$ cat config.mk
export PLATFORM = sky130hd
export DESIGN_NAME = mem_req_arbiter_flat
export DESIGN_NICKNAME = d
export VERILOG_FILES = /design/src/rtl/mem_req_arbiter_if.sv /design/src/rtl/mem_req_arbiter.sv /design/src/flat_wrapper.sv
export SDC_FILE = /design/constraint.sdc
export NUM_CORES = 1
export LEC_CHECK = 0
export ABC_AREA = 1
export CORE_MARGIN = 1
export CORE_UTILIZATION = 37
export DETAILED_ROUTE_END_ITERATION = 10
export PLACE_DENSITY = 0.83
export SYNTH_ARGS = -nofsm -noshare
export SYNTH_HDL_FRONTEND = slang
export SYNTH_SLANG_ARGS = --single-unit
$ cat constraint.sdc
create_clock -name clk -period 3.8 [get_ports clk]
set_clock_uncertainty 0.2 [all_clocks]
set_input_delay 1.14 -clock clk [delete_from_list [all_inputs] [get_ports clk]]
set_output_delay 1.14 -clock clk [all_outputs]
set_load 0.02 [all_outputs]
$ cat src/rtl/mem_req_arbiter_if.sv
// Signal bundle between the two CPU-side requesters, the arbiter and the memory bridge.
// The arbiter uses the slave view; the surrounding pipeline/bridge uses the master view.
interface mem_req_arbiter_if;
  logic        inst_req;
  logic [31:0] inst_addr;
  logic        inst_addr_ok;
  logic        inst_data_ok;
  logic [31:0] inst_rdata;

  logic        data_req;
  logic        data_wr;
  logic [1:0]  data_size;
  logic [31:0] data_addr;
  logic [3:0]  data_wstrb;
  logic [31:0] data_wdata;
  logic        data_addr_ok;
  logic        data_data_ok;
  logic [31:0] data_rdata;

  logic        bus_req;
  logic        bus_wr;
  logic [1:0]  bus_size;
  logic [31:0] bus_addr;
  logic [3:0]  bus_wstrb;
  logic [31:0] bus_wdata;
  logic        bus_addr_ok;
  logic        bus_data_ok;
  logic [31:0] bus_rdata;

  modport slave (
    input  inst_req, inst_addr,
    output inst_addr_ok, inst_data_ok, inst_rdata,
    input  data_req, data_wr, data_size, data_addr, data_wstrb, data_wdata,
    output data_addr_ok, data_data_ok, data_rdata,
    output bus_req, bus_wr, bus_size, bus_addr, bus_wstrb, bus_wdata,
    input  bus_addr_ok, bus_data_ok, bus_rdata
  );

  modport master (
    output inst_req, inst_addr,
    input  inst_addr_ok, inst_data_ok, inst_rdata,
    output data_req, data_wr, data_size, data_addr, data_wstrb, data_wdata,
    input  data_addr_ok, data_data_ok, data_rdata,
    input  bus_req, bus_wr, bus_size, bus_addr, bus_wstrb, bus_wdata,
    output bus_addr_ok, bus_data_ok, bus_rdata
  );
endinterface

$ cat src/rtl/mem_req_arbiter.sv
// Fetch/load-store arbiter onto one SRAM-like port: one outstanding transaction,
// data priority with bounded fetch starvation, fetch cancel/discard on flush.
module mem_req_arbiter #(
  parameter int unsigned MAX_DATA_RUN = 4
) (
  input  logic              clk,
  input  logic              reset,
  input  logic              flush,
  mem_req_arbiter_if.slave  arb_if,
  output logic              busy
);

  localparam int unsigned CW = (MAX_DATA_RUN < 1) ? 1 : $clog2(MAX_DATA_RUN + 1);

  typedef enum logic [1:0] {
    ST_IDLE = 2'd0,
    ST_REQ  = 2'd1,
    ST_WAIT = 2'd2
  } state_t;

  typedef enum logic {
    OWN_INST = 1'b0,
    OWN_DATA = 1'b1
  } owner_t;

  state_t        r_state,     w_state_nxt;
  owner_t        r_owner,     w_owner_nxt;
  logic [CW-1:0] r_run_cnt,   w_run_cnt_nxt;
  logic          r_discard,   w_discard_nxt;
  logic          r_bus_req,   w_bus_req_nxt;
  logic          r_bus_wr,    w_bus_wr_nxt;
  logic [1:0]    r_bus_size,  w_bus_size_nxt;
  logic [31:0]   r_bus_addr,  w_bus_addr_nxt;
  logic [3:0]    r_bus_wstrb, w_bus_wstrb_nxt;
  logic [31:0]   r_bus_wdata, w_bus_wdata_nxt;

  logic          w_run_full;
  logic          w_inst_eligible;
  logic          w_grant_data;
  logic          w_grant_inst;

  // A flushed fetch is not eligible, so it cannot force the starvation tie-break.
  assign w_run_full      = (r_run_cnt == CW'(MAX_DATA_RUN));
  assign w_inst_eligible = arb_if.inst_req & ~flush;
  assign w_grant_data    = arb_if.data_req & ~(w_inst_eligible & w_run_full);
  assign w_grant_inst    = w_inst_eligible & ~w_grant_data;

  always_ff @(posedge clk or posedge reset) begin
    if (reset) begin
      r_state     <= ST_IDLE;
      r_owner     <= OWN_INST;
      r_run_cnt   <= '0;
      r_discard   <= 1'b0;
      r_bus_req   <= 1'b0;
      r_bus_wr    <= 1'b0;
      r_bus_size  <= '0;
      r_bus_addr  <= '0;
      r_bus_wstrb <= '0;
      r_bus_wdata <= '0;
    end else begin
      r_state     <= w_state_nxt;
      r_owner     <= w_owner_nxt;
      r_run_cnt   <= w_run_cnt_nxt;
      r_discard   <= w_discard_nxt;
      r_bus_req   <= w_bus_req_nxt;
      r_bus_wr    <= w_bus_wr_nxt;
      r_bus_size  <= w_bus_size_nxt;
      r_bus_addr  <= w_bus_addr_nxt;
      r_bus_wstrb <= w_bus_wstrb_nxt;
      r_bus_wdata <= w_bus_wdata_nxt;
    end
  end

  always_comb begin
    w_state_nxt     = r_state;
    w_owner_nxt     = r_owner;
    w_run_cnt_nxt   = r_run_cnt;
    w_discard_nxt   = r_discard;
    w_bus_req_nxt   = r_bus_req;
    w_bus_wr_nxt    = r_bus_wr;
    w_bus_size_nxt  = r_bus_size;
    w_bus_addr_nxt  = r_bus_addr;
    w_bus_wstrb_nxt = r_bus_wstrb;
    w_bus_wdata_nxt = r_bus_wdata;

    unique case (r_state)
      ST_IDLE: begin
        if (w_grant_data) begin
          w_state_nxt     = ST_REQ;
          w_owner_nxt     = OWN_DATA;
          w_bus_req_nxt   = 1'b1;
          w_bus_wr_nxt    = arb_if.data_wr;
          w_bus_size_nxt  = arb_if.data_size;
          w_bus_addr_nxt  = arb_if.data_addr;
          w_bus_wstrb_nxt = arb_if.data_wstrb;
          w_bus_wdata_nxt = arb_if.data_wdata;
          if (!arb_if.inst_req)
            w_run_cnt_nxt = '0;
          else if (!w_run_full)
            w_run_cnt_nxt = r_run_cnt + CW'(1);
        end else if (w_grant_inst) begin
          w_state_nxt     = ST_REQ;
          w_owner_nxt     = OWN_INST;
          w_run_cnt_nxt   = '0;
          w_bus_req_nxt   = 1'b1;
          w_bus_wr_nxt    = 1'b0;
          w_bus_size_nxt  = 2'b10;
          w_bus_addr_nxt  = arb_if.inst_addr;
          w_bus_wstrb_nxt = '0;
          w_bus_wdata_nxt = '0;
        end
      end

      ST_REQ: begin
        if (arb_if.bus_addr_ok) begin
          // Accepted downstream; a simultaneous flush can only drop the return.
          w_state_nxt   = ST_WAIT;
          w_bus_req_nxt = 1'b0;
          if (flush && r_owner == OWN_INST)
            w_discard_nxt = 1'b1;
        end else if (flush && r_owner == OWN_INST) begin
          w_state_nxt   = ST_IDLE;
          w_bus_req_nxt = 1'b0;
        end
      end

      ST_WAIT: begin
        if (arb_if.bus_data_ok) begin
          w_state_nxt   = ST_IDLE;
          w_discard_nxt = 1'b0;
        end else if (flush && r_owner == OWN_INST) begin
          w_discard_nxt = 1'b1;
        end
      end

      default: begin
        w_state_nxt   = ST_IDLE;
        w_bus_req_nxt = 1'b0;
        w_discard_nxt = 1'b0;
      end
    endcase
  end

  assign arb_if.inst_addr_ok = arb_if.bus_addr_ok & (r_state == ST_REQ) & (r_owner == OWN_INST);
  assign arb_if.data_addr_ok = arb_if.bus_addr_ok & (r_state == ST_REQ) & (r_owner == OWN_DATA);
  assign arb_if.inst_data_ok = arb_if.bus_data_ok & (r_state == ST_WAIT) & (r_owner == OWN_INST)
                               & ~r_discard;
  assign arb_if.data_data_ok = arb_if.bus_data_ok & (r_state == ST_WAIT) & (r_owner == OWN_DATA);
  assign arb_if.inst_rdata   = arb_if.bus_rdata;
  assign arb_if.data_rdata   = arb_if.bus_rdata;

  assign arb_if.bus_req   = r_bus_req;
  assign arb_if.bus_wr    = r_bus_wr;
  assign arb_if.bus_size  = r_bus_size;
  assign arb_if.bus_addr  = r_bus_addr;
  assign arb_if.bus_wstrb = r_bus_wstrb;
  assign arb_if.bus_wdata = r_bus_wdata;

  assign busy = (r_state != ST_IDLE);

endmodule

$ cat src/flat_wrapper.sv
// flat-port wrapper written by rule: the top's interface ports become plain ports
module mem_req_arbiter_flat 
#(
  parameter int unsigned MAX_DATA_RUN = 4
)
  (clk, reset, flush, busy, arb_if_inst_req, arb_if_inst_addr, arb_if_inst_addr_ok, arb_if_inst_data_ok, arb_if_inst_rdata, arb_if_data_req, arb_if_data_wr, arb_if_data_size, arb_if_data_addr, arb_if_data_wstrb, arb_if_data_wdata, arb_if_data_addr_ok, arb_if_data_data_ok, arb_if_data_rdata, arb_if_bus_req, arb_if_bus_wr, arb_if_bus_size, arb_if_bus_addr, arb_if_bus_wstrb, arb_if_bus_wdata, arb_if_bus_addr_ok, arb_if_bus_data_ok, arb_if_bus_rdata);
  mem_req_arbiter_if arb_if_i ();
  input  logic clk;
  input  logic reset;
  input  logic flush;
  output logic busy;
  input wire logic [$bits(arb_if_i.inst_req)-1:0] arb_if_inst_req;
  input wire logic [$bits(arb_if_i.inst_addr)-1:0] arb_if_inst_addr;
  output wire logic [$bits(arb_if_i.inst_addr_ok)-1:0] arb_if_inst_addr_ok;
  output wire logic [$bits(arb_if_i.inst_data_ok)-1:0] arb_if_inst_data_ok;
  output wire logic [$bits(arb_if_i.inst_rdata)-1:0] arb_if_inst_rdata;
  input wire logic [$bits(arb_if_i.data_req)-1:0] arb_if_data_req;
  input wire logic [$bits(arb_if_i.data_wr)-1:0] arb_if_data_wr;
  input wire logic [$bits(arb_if_i.data_size)-1:0] arb_if_data_size;
  input wire logic [$bits(arb_if_i.data_addr)-1:0] arb_if_data_addr;
  input wire logic [$bits(arb_if_i.data_wstrb)-1:0] arb_if_data_wstrb;
  input wire logic [$bits(arb_if_i.data_wdata)-1:0] arb_if_data_wdata;
  output wire logic [$bits(arb_if_i.data_addr_ok)-1:0] arb_if_data_addr_ok;
  output wire logic [$bits(arb_if_i.data_data_ok)-1:0] arb_if_data_data_ok;
  output wire logic [$bits(arb_if_i.data_rdata)-1:0] arb_if_data_rdata;
  output wire logic [$bits(arb_if_i.bus_req)-1:0] arb_if_bus_req;
  output wire logic [$bits(arb_if_i.bus_wr)-1:0] arb_if_bus_wr;
  output wire logic [$bits(arb_if_i.bus_size)-1:0] arb_if_bus_size;
  output wire logic [$bits(arb_if_i.bus_addr)-1:0] arb_if_bus_addr;
  output wire logic [$bits(arb_if_i.bus_wstrb)-1:0] arb_if_bus_wstrb;
  output wire logic [$bits(arb_if_i.bus_wdata)-1:0] arb_if_bus_wdata;
  input wire logic [$bits(arb_if_i.bus_addr_ok)-1:0] arb_if_bus_addr_ok;
  input wire logic [$bits(arb_if_i.bus_data_ok)-1:0] arb_if_bus_data_ok;
  input wire logic [$bits(arb_if_i.bus_rdata)-1:0] arb_if_bus_rdata;
  assign arb_if_i.inst_req = arb_if_inst_req;
  assign arb_if_i.inst_addr = arb_if_inst_addr;
  assign arb_if_inst_addr_ok = arb_if_i.inst_addr_ok;
  assign arb_if_inst_data_ok = arb_if_i.inst_data_ok;
  assign arb_if_inst_rdata = arb_if_i.inst_rdata;
  assign arb_if_i.data_req = arb_if_data_req;
  assign arb_if_i.data_wr = arb_if_data_wr;
  assign arb_if_i.data_size = arb_if_data_size;
  assign arb_if_i.data_addr = arb_if_data_addr;
  assign arb_if_i.data_wstrb = arb_if_data_wstrb;
  assign arb_if_i.data_wdata = arb_if_data_wdata;
  assign arb_if_data_addr_ok = arb_if_i.data_addr_ok;
  assign arb_if_data_data_ok = arb_if_i.data_data_ok;
  assign arb_if_data_rdata = arb_if_i.data_rdata;
  assign arb_if_bus_req = arb_if_i.bus_req;
  assign arb_if_bus_wr = arb_if_i.bus_wr;
  assign arb_if_bus_size = arb_if_i.bus_size;
  assign arb_if_bus_addr = arb_if_i.bus_addr;
  assign arb_if_bus_wstrb = arb_if_i.bus_wstrb;
  assign arb_if_bus_wdata = arb_if_i.bus_wdata;
  assign arb_if_i.bus_addr_ok = arb_if_bus_addr_ok;
  assign arb_if_i.bus_data_ok = arb_if_bus_data_ok;
  assign arb_if_i.bus_rdata = arb_if_bus_rdata;
  mem_req_arbiter #(.MAX_DATA_RUN(MAX_DATA_RUN)) u_core (.clk(clk), .reset(reset), .flush(flush), .arb_if(arb_if_i), .busy(busy));
endmodule
==> metrics list, run 1 <==
- Status: completed
* Die boundary width: 110 um
* Largest net degree at the start of global routing: 73
* Post-CTS setup buffer count: 0
* Slew Limit Fails: 0
- Yosys printed 0 warnings.
* Final clock period utilization by the worst path: 89.2%
- The die is 110 um tall.
- In this run the most critical hold path is launched from u_core.arb_if.bus_wdata[0]$_DFFE_PP0P_.
* Transition time of the tightest slew-check pin: 0.773 ns
- In this run the number of cells on the critical path is 4.
- Core Region: 11400 sq um
- TritonCTS built the clock tree.
- In the detailed route, the total length drawn on met3 is 971 um.
- Fraction of final layout cells sized beyond drive strength 1: 4.28%
- Counting the fill cells in the layout gives 1080.
- Clk pin slew, worst setup/hold paths: 0.05 ns
- In the layout the commonest cells are sky130_fd_sc_hd__nand2_1, sky130_fd_sc_hd__clkdlybuf4s50_1, sky130_fd_sc_hd__inv_1, sky130_fd_sc_hd__dfrtp_1, sky130_fd_sc_hd__nand3_1.
* Slowest-stage cell, CP: sky130_fd_sc_hd__clkdlybuf4s50_1
- Dividing the detail-routed via count by the number of cells gives 4.51.
* RR Startpoint: u_core.r_state[0]$_DFFE_PP0P_
* Arrival time of the worst setup path: 2.05 ns
* Sum of overflow across all layers after global routing: 0
- Relative to the synthesized area, the layout overhead comes to 41.9%.
* Unrepaired setup endpoints after global routing: no
- Global router's overall resource usage: 18.2%
* Total Routed Length: 11.2 mm
* Worst hold path depth: 2
- The count of endpoints failing hold in the final timing report was 0.
- The worst setup path is launched from a primary input.
* Total setup violations reported at the end of the flow: 0
* Sequential fraction of the synthesis area: 45.7%
- After detailed routing, the wire length on met1 is 4.56 mm.
- The number of antenna violations at the first check in global routing is 0.
- Remaining DRCs: 0
* Data required time at the worst endpoint: 2.46 ns
- The number of buffers and inverters on the critical path is 2.
- Measured against its own limit, the worst slew margin works out to 48.5%.
- Max-cap violations in this run came to 0.
- The die covers 12100 sq um.
* Total negative slack for setup checks: 0 ns
* Count of mapped cells out of synthesis: 579
- Routed length on met2: 5.35 mm
- Summing the areas of all and, or, nand and nor instances in the mapped netlist gives 30.0% of the synthesized area.
* Clock Sinks: 79
- H-tree levels: 3
* Num ports: 283
- The number of clock buffers added by TritonCTS is 9.
* Setup CP Type: in2out
- Clock Latency Late Sink: 0.32 ns
* Post-route minimum period: 3.39 ns
- Average footprint of a synthesized cell: 7.47 sq um
* Critical Path Source: arb_if_bus_data_ok
- In this design, the stage delay of the slowest critical-path cell is 0.48 ns.
* Final core utilization: 53.8%
- Mean routed wirelength per cell: 13.3 um
- At the end of routability-driven placement, the weighted congestion stood at 0.754.
- Adder and majority cell fraction of the synthesized area: 1.74%
- On the critical path the largest part of the delay comes from buffers and inverters.
- Number of cells on the worst reg-to-reg path: 8
- Timing would allow up to 295 MHz.
- After synthesis the netlist holds a flip-flop and latch count of 79.
* Number of input and output port buffers inserted: 186
* Inserted Diodes: 0
* Rows: 39
- Effective utilization at floorplan: 37.9%
* Clock Tree Root: sky130_fd_sc_hd__clkbuf_16
- First-pass iteration count of the detailed router: 4
- Routed signal wires occupy layers up through met4.
- No sink is reached through more buffers than the 2 on the longest clock path.
* # nets final: 845
- Portion of netlist area occupied by mux cells: 0%
- STA classifies the critical path endpoint as an output port.
- The number of global-route vias before repair is 3469.
* Static leakage: 3.25 nW
- The mapped netlist covers 4330 sq um.
* Compound-cell area share of the yosys netlist: 1.76%
- The synthesized netlist contains 22 unique library cells.
- The detail route stage leaves a number of antenna-violating nets equal to 0.
- Counting every net in the synthesized netlist gives 727.
- First-pass GRT wire length: 16.7 mm
- The first routing iteration left 177 violations.
* Resized cells post-CTS: 0
- HP Class: reg2reg
- Hold buffer count at CTS: 0
- In this run the power density over the cells is 734 nW/um^2.
- VDD sags by at most 0.000428 V.
* Share of the synthesized netlist area taken by xor and xnor gates: 0%
* Total via count after detailed routing: 3807
- By area, the combinational part of the netlist is dominated by simple AND/OR/NAND/NOR gates.
* Critical Path, Cell by Cell: clkdlybuf4s50_1, nand2_1, nor3_1, dlymetal6s2s_1
* Maximum fanout along the worst path: 2
- Post-DP HPWL: 7.88 mm
* Leading cell type in the layout, fill and taps excluded: sky130_fd_sc_hd__nand2_1
Yosys cell counts, drive strengths merged:
cell,number,share of area [%]
nand2,233,20
inv,81,7.0
buf,80,13
dfrtp,79,46
nand3,68,7.9
o21ai,9,1.0
clkbuf,8,0.69
ha,6,1.7
nor2,6,0.58
nand3b,2,0.35
nand4,2,0.64
a21boi,1,0.17
a21oi,1,0.38
nor3,1,0.12
o21bai,1,0.17
or2,1,0.14
final timing paths:
check / slack [ns] / end
worst max-delay path: 0.41 / arb_if_inst_data_ok
worst min-delay path: 0.28 / u_core.arb_if.bus_wdata[0]$_DFFE_PP0P_
worst max register to register: 1.67 / u_core.arb_if.bus_wdata[24]$_DFFE_PP0P_
worst min register to register: 0.28 / u_core.arb_if.bus_wdata[0]$_DFFE_PP0P_
max in group asynchronous: 1.90 / u_core.arb_if.bus_addr[16]$_DFFE_PP0P_
min in group asynchronous: 0.93 / u_core.arb_if.bus_wstrb[1]$_DFFE_PP0P_
worst min-delay path: stages (launching register included):
cell and delay, ns:
sky130_fd_sc_hd__dfrtp_1 0.33, sky130_fd_sc_hd__nand2_1 0.05, sky130_fd_sc_hd__nand2_1 0.06
registers in the layout (all words and copies together), names as in the netlist:
register                 flops
u_core.r_owner               1
u_core.arb_if.bus_wdata     32
u_core.r_run_cnt             3
u_core.r_discard             1
u_core.arb_if.bus_wstrb      4
u_core.arb_if.bus_size       2
u_core.arb_if.bus_addr      32
u_core.r_state               2
u_core.arb_if.bus_req        1
u_core.arb_if.bus_wr         1
power breakdown:
| group | internal, W | leakage (nW) | total, W | switching [W] |
|---|---|---|---|---|
| sequential | 0.00123 | 0.982 | 0.00146 | 0.000223 |
| clock | 0.000500 | 0.142 | 0.000828 | 0.000328 |
| combinational | 0.000998 | 2.13 | 0.00222 | 0.00122 |
| total | 0.00273 | 3.25 | 0.00450 | 0.00177 |
through the flow:
stage	setup WS [ns]	cells	cell area [sq um]	hold WS, ns	total power, W
2_1_floorplan	0.437	579	4330	0.278	0.00271
3_3_place_gp	0.0316	829	5850	0.260	0.00365
3_5_place_dp	0.0229	829	5850	0.264	0.00371
4_1_cts	0.0173	844	6130	0.280	0.00456
5_1_grt	0.264	844	6140	0.302	0.00483
6_report	0.411	844	6140	0.276	0.00450
cells by family after synthesis:
| logic type | after synthesis |
|---|---|
| compound gates | 12 |
| fa+ha+maj | 6 |
| buf+inv | 169 |
| flops | 79 |
| simple gates | 313 |
metal layers:
layer | GRT usage, % | up-vias
met2 | 31.1 | 164
met1 | 20.1 | 1704
li1 | - | 1905
met4 | 10.1 | 0
met5 | 0 | -
met3 | 5.82 | 34
layout make-up:
cell class                 instances  area [sq um]  area share [%]
sequential                        79          1980            32.2
multi-input combinational        331          1450            23.6
tap                              143           179            2.91
clock buffer                      10           229            3.73
clock inverter                     5          50.0           0.815
timing repair buffer             195          1950            31.8
inverter                          81           305            4.97
No activity file was read; power rests on OpenSTA's default activity.
==> run 2, diff against run 1 <==
CTS_BUF_LIST = sky130_fd_sc_hd__clkbuf_4   (was default)
HOLD_SLACK_MARGIN = 0.15   (was default)
==> run 2 against run 1 <==
Effect of this change:
- critical path depth stayed put
- critical path type unchanged
- clock power is 40% lower
- sequential power hardly changed
- critical endpoint unchanged
- total power is 7.6% lower
- wire length is 0.66% lower
- flip-flop and latch count stayed put
- utilization is 1.3 points lower
- cell area is 2.5% lower
- setup slack hardly changed
- final cell count stayed put
- register-to-register slack worse by 0.02 ns
==> metrics list, run 2 (synthesized netlist as in run 1, its figures left out) <==
- Setup CP Type: in2out (unchanged)
* Unrepaired setup endpoints after global routing: no (unchanged)
* P_int: 0.00243 W (was 0.00273 W)
- The number of instances resized during post-cts repair came to 0 (unchanged).
* Number of buffers added by the clock tree synthesis step: 9 (unchanged)
- The number of detailed-routing iterations run before antenna repair was 4 (unchanged).
- Status: completed (unchanged).
- The count of buffers from port buffering was 186 (unchanged).
- The family of cells with the greatest summed delay on the critical path is buffers and inverters (unchanged).
- Total buffers and inverters traversed by the critical path: 2 (unchanged)
- Final number of hold-violating endpoints: 0 (unchanged)
- Worst-case vdd ir drop: 0.000415 V (was 0.000428 V)
- Routability-driven placement congestion ratio: 0.754 (unchanged)
- Clock Tree Root: sky130_fd_sc_hd__clkbuf_4 (was sky130_fd_sc_hd__clkbuf_16)
* Static leakage: 3.18 nW (was 3.25 nW)
- Mean routed wirelength per cell: 13.2 um (was 13.3 um)
- The maximum clock frequency came to 295 MHz (unchanged).
- Violation count after the first detailed-routing iteration: 154 (was 177)
* Clock power frac: 11.9% (was 18.4%)
- The clock-pin slew on the worst setup and hold paths is 0.11 ns (was 0.05 ns).
- Global router's overall resource usage: 18.1% (was 18.2%)
* Highest cell delay on the worst timing path: 0.48 ns (about the same)
- The maximum fanout along the worst path came to 2 (unchanged).
- Cell area reported after detailed placement: 5850 sq um (unchanged)
- The part of the total power dissipated in sequential elements was 34.9% (was 32.3%).
* Worst Setup Slack post-DPL: 0.0229 ns (unchanged)
- The clock sink total is 79 (unchanged).
- The arrival time reported for the critical path endpoint was 2.05 ns (about the same).
- The most common library cell in the layout ignoring fill and taps is sky130_fd_sc_hd__nand2_1 (unchanged).
* Maximum buffer depth of the clock tree: 2 (unchanged)
- The horizontal extent of the die came to 110 um (unchanged).
- Post-DP HPWL: 7.88 mm (unchanged)
* Switching Fraction: 41.7% (was 39.4%)
- The transition at the pin with the smallest max-transition slack is 0.767 ns (was 0.773 ns).
- The area overhead of the layout relative to synthesis was 38.4% (was 41.9%).
- The number of vias in the routed layout was 3789 (was 3807).
- The number of violations of the max-capacitance limit came to 0 (unchanged).
- The maximum number of pins on one net before global-route repair is 73 (unchanged).
- Total Routed Length: 11.1 mm (was 11.2 mm)
* Rows: 39 (unchanged)
* H-tree levels: 3 (unchanged)
- The share of the cycle needed by the critical path after routing is 89.2% (about the same).
- Commonest non-fill, non-tap cells in the layout: sky130_fd_sc_hd__nand2_1, sky130_fd_sc_hd__clkdlybuf4s50_1, sky130_fd_sc_hd__inv_1, sky130_fd_sc_hd__dfrtp_1, sky130_fd_sc_hd__nand3_1 (unchanged)
- # nets final: 845 (unchanged)
* Post-CTS setup buffer count: 0 (unchanged)
- Critical Path, Cell by Cell: clkdlybuf4s50_1, nand2_1, nor3_1, dlymetal6s2s_1 (unchanged).
* Type of element capturing the critical path: output port (unchanged)
* Die area: 12100 sq um (unchanged)
- Via count of the first global-routing pass: 3469 (unchanged)
- The relative slew slack is 48.9% (was 48.5%).
* Overall power after layout: 0.00416 W (was 0.00450 W)
* Antenna violations before repair: 0 (unchanged)
- Crit path setup slack, layout: 0.411 ns (about the same)
* Inserted Diodes: 0 (unchanged)
- The kind of start point of the critical path was a primary input (unchanged).
- The final routed DRC violation total is 0 (unchanged).
- The share of power burned in combinational logic was 53.3% (was 49.3%).
- The data required time at the worst endpoint was 2.46 ns (about the same).
- Post-detailed-route count of antenna-violating nets: 0 (unchanged)
- Num ports: 283 (unchanged)
* Core Region: 11400 sq um (unchanged)
- The height of the chip came to 110 um (unchanged).
* Final cell area excluding filler cells: 5990 sq um (was 6140 sq um)
- Total negative slack for setup checks: 0 ns (unchanged)
- Clock tree from TritonCTS: yes (unchanged)
- The number of pins exceeding their max-slew limit in the final report came to 0 (unchanged).
- The post-route minimum period came to 3.39 ns (about the same).
* Vias per cell: 4.49 (was 4.51)
* Effective utilization at floorplan: 37.9% (unchanged)
- The number of failing setup endpoints in the final timing report was 0 (unchanged).
- Slowest-stage cell, CP: sky130_fd_sc_hd__clkdlybuf4s50_1 (unchanged)
* Final core utilization: 52.4% (was 53.8%)
- Fraction of final layout cells sized beyond drive strength 1: 4.42% (was 4.28%)
- The total global routing overflow was 0 (unchanged).
- The cell area power density was 695 nW/um^2 (was 734 nW/um^2).
- The clock insertion delay at the later pin of the skew report is 0.42 ns (was 0.32 ns).
* Net switching power: 0.00173 W (was 0.00177 W)
- The class of the tightest hold or removal check is reg2reg (unchanged).
* Hold buffer count at CTS: 0 (unchanged)
* First-pass GRT wire length: 16.6 mm (was 16.7 mm)
run 2: cell counts in the layout (fill, tap and decap cells not counted):
No cell type changed its count.
run 2: tightest hold or removal path: stages (launching register included):
cell                      delay, ns
sky130_fd_sc_hd__dfrtp_1       0.36
sky130_fd_sc_hd__nand2_1       0.05
sky130_fd_sc_hd__nand2_1       0.06
run 2: stage by stage:
| step | cells | hold WS, ns |
|---|---|---|
| 2_1_floorplan | 579 | 0.278 |
| 3_3_place_gp | 829 | 0.260 |
| 3_5_place_dp | 829 | 0.264 |
| 4_1_cts | 844 | 0.295 |
| 5_1_grt | 844 | 0.318 |
| 6_report | 844 | 0.290 |
run 2: routing by layer:
metal	routed length (um)	vias to the layer above	track usage (%)
met5	0	-	0
met4	300	0	8.55
met3	989	33	6.58
met2	5340	149	30.9
met1	4500	1702	20.0
li1	-	1905	-
run 2: layout make-up:
class	count	area (sq um)
repair buffers	195	1950
flip-flops and latches	79	1980
clock inverters	5	50.0
well taps	143	179
multi-input cells	331	1450
fillers	1086	5430
inverters	81	305
clock buffers	10	75.1
run 2: power groups by stage:
stage | clock network [W] | logic (W) | registers [W]
final | 0.000494 | 0.00222 | 0.00145
after CTS | 0.000513 | 0.00225 | 0.00145
after global routing | 0.000542 | 0.00243 | 0.00150
after detailed placement | 0 | 0.00224 | 0.00146
after floorplan | 0 | 0.000820 | 0.00189
after global placement | 0 | 0.00219 | 0.00146
run 2: worst paths after layout:
| path | startpoint | end | slack (ns) | depth (start not counted) |
|---|---|---|---|---|
| setup / recovery | arb_if_bus_data_ok | arb_if_inst_data_ok | 0.41 | 4 |
| hold / removal | u_core.arb_if.bus_wdata[0]$_DFFE_PP0P_ | u_core.arb_if.bus_wdata[0]$_DFFE_PP0P_ | 0.29 | 2 |
| setup reg to reg | u_core.r_state[0]$_DFFE_PP0P_ | u_core.arb_if.bus_wdata[24]$_DFFE_PP0P_ | 1.65 | 8 |
| hold reg to reg | u_core.arb_if.bus_wdata[0]$_DFFE_PP0P_ | u_core.arb_if.bus_wdata[0]$_DFFE_PP0P_ | 0.29 | 2 |
| max in group asynchronous | reset | u_core.arb_if.bus_addr[18]$_DFFE_PP0P_ | 2.01 | 3 |
| min in group asynchronous | reset | u_core.arb_if.bus_wstrb[1]$_DFFE_PP0P_ | 0.82 | 2 |
